===== src/rtl/mul_stream_acc.sv =====
// mul_stream_acc: counts the 1s of a unary product bitstream over a window of
// valid cycles and presents the binary count with a one-cycle valid pulse.
//
// Ports:
//   clk      - clock, all state changes on the rising edge
//   rst      - synchronous active-high reset
//   i_start  - pulse that opens (or restarts) a window; its i_bit is not counted
//   i_len    - window length in valid cycles, 0 encodes 2^LOG_WIN
//   i_valid  - qualifies i_bit; low cycles are stalls
//   i_bit    - product bitstream bit
//   o_busy   - high while a window is open
//   o_valid  - one-cycle pulse when o_data has just been updated
//   o_data   - 1s count of the last completed window (held until the next one)
module mul_stream_acc #(
  parameter int unsigned LOG_WIN = 7,
  parameter int unsigned CNT_W   = LOG_WIN + 1
) (
  input  logic               clk,
  input  logic               rst,
  input  logic               i_start,
  input  logic [LOG_WIN-1:0] i_len,
  input  logic               i_valid,
  input  logic               i_bit,
  output logic               o_busy,
  output logic               o_valid,
  output logic [CNT_W-1:0]   o_data
);

  typedef enum logic [1:0] {StIdle, StRun, StDone} state_e;

  localparam logic [LOG_WIN:0] WinOne = {{LOG_WIN{1'b0}}, 1'b1};
  localparam logic [LOG_WIN:0] WinMax = {1'b1, {LOG_WIN{1'b0}}};

  state_e             state_q, state_d;
  logic [LOG_WIN:0]   win_cnt_q, win_cnt_d;
  logic [LOG_WIN:0]   len_q, len_d;
  logic [CNT_W-1:0]   acc_q, acc_d;
  logic               valid_q, valid_d;
  logic [CNT_W-1:0]   data_q, data_d;

  logic [LOG_WIN:0]   len_dec;
  logic [LOG_WIN:0]   win_inc;
  logic [CNT_W-1:0]   acc_inc;

  assign len_dec = (i_len == '0) ? WinMax : {1'b0, i_len};
  assign win_inc = win_cnt_q + WinOne;
  assign acc_inc = acc_q + CNT_W'(i_bit);

  always_comb begin
    state_d   = state_q;
    win_cnt_d = win_cnt_q;
    len_d     = len_q;
    acc_d     = acc_q;
    valid_d   = 1'b0;
    data_d    = data_q;
    case (state_q)
      // DONE only differs from IDLE in that a result is being held.
      StIdle, StDone: begin
        if (i_start) begin
          len_d     = len_dec;
          win_cnt_d = '0;
          acc_d     = '0;
          state_d   = StRun;
        end
      end
      StRun: begin
        if (i_start) begin
          // Abort: restart the window, discard this cycle's bit, no result.
          len_d     = len_dec;
          win_cnt_d = '0;
          acc_d     = '0;
        end else if (i_valid) begin
          acc_d     = acc_inc;
          win_cnt_d = win_inc;
          if (win_inc == len_q) begin
            data_d  = acc_inc;
            valid_d = 1'b1;
            state_d = StDone;
          end
        end
      end
      default: state_d = StIdle;
    endcase
  end

  always_ff @(posedge clk) begin
    if (rst) begin
      state_q   <= StIdle;
      win_cnt_q <= '0;
      len_q     <= '0;
      acc_q     <= '0;
      valid_q   <= 1'b0;
      data_q    <= '0;
    end else begin
      state_q   <= state_d;
      win_cnt_q <= win_cnt_d;
      len_q     <= len_d;
      acc_q     <= acc_d;
      valid_q   <= valid_d;
      data_q    <= data_d;
    end
  end

  // Busy decodes the state register only, so it stays free of input paths.
  assign o_busy  = (state_q == StRun);
  assign o_valid = valid_q;
  assign o_data  = data_q;

endmodule


===== config.mk =====
export PLATFORM = sky130hd
export DESIGN_NAME = mul_stream_acc
export DESIGN_NICKNAME = d
export VERILOG_FILES = /design/src/rtl/mul_stream_acc.sv
export SDC_FILE = /design/constraint.sdc
export NUM_CORES = 1
export LEC_CHECK = 0
export CELL_PAD_IN_SITES_DETAIL_PLACEMENT = 0
export CELL_PAD_IN_SITES_GLOBAL_PLACEMENT = 1
export CORE_UTILIZATION = 44
export CTS_BUF_LIST = sky130_fd_sc_hd__clkbuf_8 sky130_fd_sc_hd__clkbuf_16
export CTS_CLUSTER_DIAMETER = 150
export CTS_CLUSTER_SIZE = 14
export DETAILED_ROUTE_END_ITERATION = 6
export GPL_ROUTABILITY_DRIVEN = 0
export GPL_TIMING_DRIVEN = 0
export HOLD_SLACK_MARGIN = 0.12
export PLACE_DENSITY_LB_ADDON = 0.1
export SETUP_SLACK_MARGIN = 0.15
export SLEW_MARGIN = 10
export SYNTH_ARGS = -nofsm -noshare
export SYNTH_HDL_FRONTEND = slang
export SYNTH_SLANG_ARGS = --single-unit

===== constraint.sdc =====
create_clock -name clk -period 3.3 [get_ports clk]
set_clock_uncertainty 0.05 [all_clocks]
set_input_delay 0.495 -clock clk [delete_from_list [all_inputs] [get_ports clk]]
set_output_delay 0.495 -clock clk [all_outputs]
set_load 0.05 [all_outputs]

==> flow_summary.ini <==
[placed_design]
placedCellCount = 283
port_buffers = 21
place_ws_ns = 0.786
hpwl_mm = 2.85

[die]
coreArea_sq_mm = 0.00380
initial_core_util_pct = 47.8
rows = 22
dieArea_sq_mm = 0.00439
die_w_um = 66.2
ios = 22
die_h_um = 66.2

[clock_tree]
cts_buffers = 5
clock_tree.root_cell = clkbuf_8
hold_buffers = 0
clk_pin_slew_ns = 0.07
cts_tree = built
clock_sinks = 35
post_cts_resized = 0
h-tree-depth = 2
clockBufferDepth = 2
insertion_delay_ns = 0.29
post_cts_buffers = 0

[power]
p_leak_nw = 0.837
cellPowerDensity_mw_per_mm2 = 398
peakVddDrop_uv = 228

[timing]
worstMarginPinSlew_ns = 0.520
finalSetupViolations = 0
slew_headroom_pct = 65.1
finalCriticalPeriod_ns = 2.47
rsz0062_at_grt = false
worst_hold_slack_ns = 0.395
slew_viol_final = 0
period_share_pct = 74.7
fmax_mhz = 406
hold_violations = 0
setup_ws_ns = 0.835
finalSetupTns_ns = 0

[status]
outcome = finished, final reports clean

[setup_path]
path_cells = nor2b_1 -> clkbuf_1 -> clkdlybuf4s50_1
worst-path-max-fanout = 6
cp-end-kind = output port
critical_path_class = reg -> out
cp_slowest_cell = clkdlybuf4s50_1
critPathArrivalTime_ns = 1.92
cp.required_ns = 2.75
slowest_delay_ns = 0.86
critPathLaunchType = flip-flop

[cells_and_area]
finalCoreUtilization_pct = 57.5
nets = 257
area_delta_synth_final_pct = 20.4
fin_cells = 291
diodes = 0
fillers = 347
drive_gt1_share_pct = 10.3

[grt]
grtUsageMet2_pct = 29.0
busiest_layer = met2
antenna_found_initial = 0
met1_usage_pct = 28.1
met3_usage_pct = 4.66
grt_pass1_wl_mm = 6.58
grt_pass1_vias = 1426
overflow = 0
grt_usage_pct = 20.1
grt_max_degree = 11

[logic_synthesis]
synthTopCellsByArea = dfxtp_1 39%, a21oi_1 6.9%, nand2_1 5.0%, xor2_1 4.8%, nor2_1 4.8%
synthTopCellsByCount = 35 x dfxtp_1, 25 x a21oi_1, 24 x nand2_1
synth_edf_count = 0
synth_cell_type_count = 42
synthCells = 214
async_flop_share_pct = 0
synth_nets = 229
ys.flop_type = dfxtp_1
yosysMostFrequentCell = dfxtp_1
synth_top_area_share_pct = 38.6
avgSynthCellArea_sq_um = 8.48
synth_warnings = 0
syn_area_sq_mm = 0.00182
ys_ff_latch = 35
ys_seq_area_share_pct = 38.6
synth_area_leader_cell = dfxtp_1

[flow_run]
cap_violations = 0

[drt]
wl_mm = 3.87
wire_per_inst_um = 13.3
drt_iter0_markers = 90
drc = 0
first_pass_iters = 4
via_per_inst = 5.41
vias = 1574
antenna_left = 0

[worst_hold_path]
hp-class = reg -> reg
==> cell families after synthesis <==
kind of cell / share of synthesized area [%]
AND/OR/NAND/NOR: 29.2
AO/OA/AOI/OAI: 14.2
flip-flops: 38.6
XOR/XNOR: 9.17
buffers and inverters: 2.69
multiplexers: 4.13
adder cells (fa/ha/maj): 2.07
==> flip-flops by register name, summed over array words and instances, names as in the netlist <==
| signal | count |
|---|---|
| o_data | 8 |
| win_cnt_q | 8 |
| o_valid | 1 |
| len_q | 8 |
| acc_q | 8 |
| state_q | 2 |
==> per-stage QoR <==
stage | area [sq um] | total power, mW
floorplan | 1820 | 0.505
global placement | 2090 | 0.539
detailed placement | 2090 | 0.541
CTS | 2190 | 0.879
global route | 2190 | 0.913
finish | 2190 | 0.870
==> path summary, 6_finish.rpt <==
kind / cells after the start / slack (ns) / end / start
max: 3 / 0.83 / o_busy / state_q[0]$_SDFFE_PP0P_
min: 2 / 0.39 / o_data[2]$_SDFFE_PP0P_ / o_data[2]$_SDFFE_PP0P_
max reg2reg: 6 / 1.07 / o_data[6]$_SDFFE_PP0P_ / win_cnt_q[0]$_SDFFE_PP0P_
min reg2reg: 2 / 0.39 / o_data[2]$_SDFFE_PP0P_ / o_data[2]$_SDFFE_PP0P_
==> worst max-delay path: cells and delay by family, from the launching register on <==
| family | cells | cell delay (ns) |
|---|---|---|
| buf+inv | 2 | 1.10 |
| simple gates | 1 | 0.14 |
| flops | 1 | 0.40 |
==> power breakdown <==
part | internal (mW) | total, mW | switching (mW)
logic | 0.0406 | 0.0956 | 0.0550
clock network | 0.187 | 0.338 | 0.151
registers | 0.430 | 0.436 | 0.00644
==> cell usage in the layout, fill, tap and decap left out, types with 2 or more instances in the layout <==
cell              n
clkbuf_8          7
ha_1              3
nor3_1            7
xnor2_1           6
nor3b_1           3
mux2i_1           3
o21ai_0           9
nand2_1          24
nand2b_1          7
a21o_1            3
nor4_1            4
nor2b_1           6
dfxtp_1          35
xor2_1           10
nor2_1           23
clkdlybuf4s50_1  21
nand3_1          10
inv_1             3
a21oi_1          25
mux2_2            4
nand4_1           2
clkbuf_1          5
and3_2            2
==> layout make-up <==
type | count | area (sq um) | share of cell area [%]
sequential | 35 | 701 | 32.1
inverter | 2 | 7.51 | 0.343
tap | 48 | 60.1 | 2.75
clock buffer | 7 | 96.3 | 4.41
buffer | 8 | 41.3 | 1.89
multi-input combinational | 169 | 1070 | 48.8
clock inverter | 1 | 3.75 | 0.172
timing repair buffer | 21 | 210 | 9.62
==> per-layer routing <==
metal,share of wire [%],vias to the layer above
li1,-,805
met1,51,716
met5,0,-
met4,1.9,0
met2,42,44
met3,5.3,9
No activity file was read; power rests on OpenSTA's default activity.
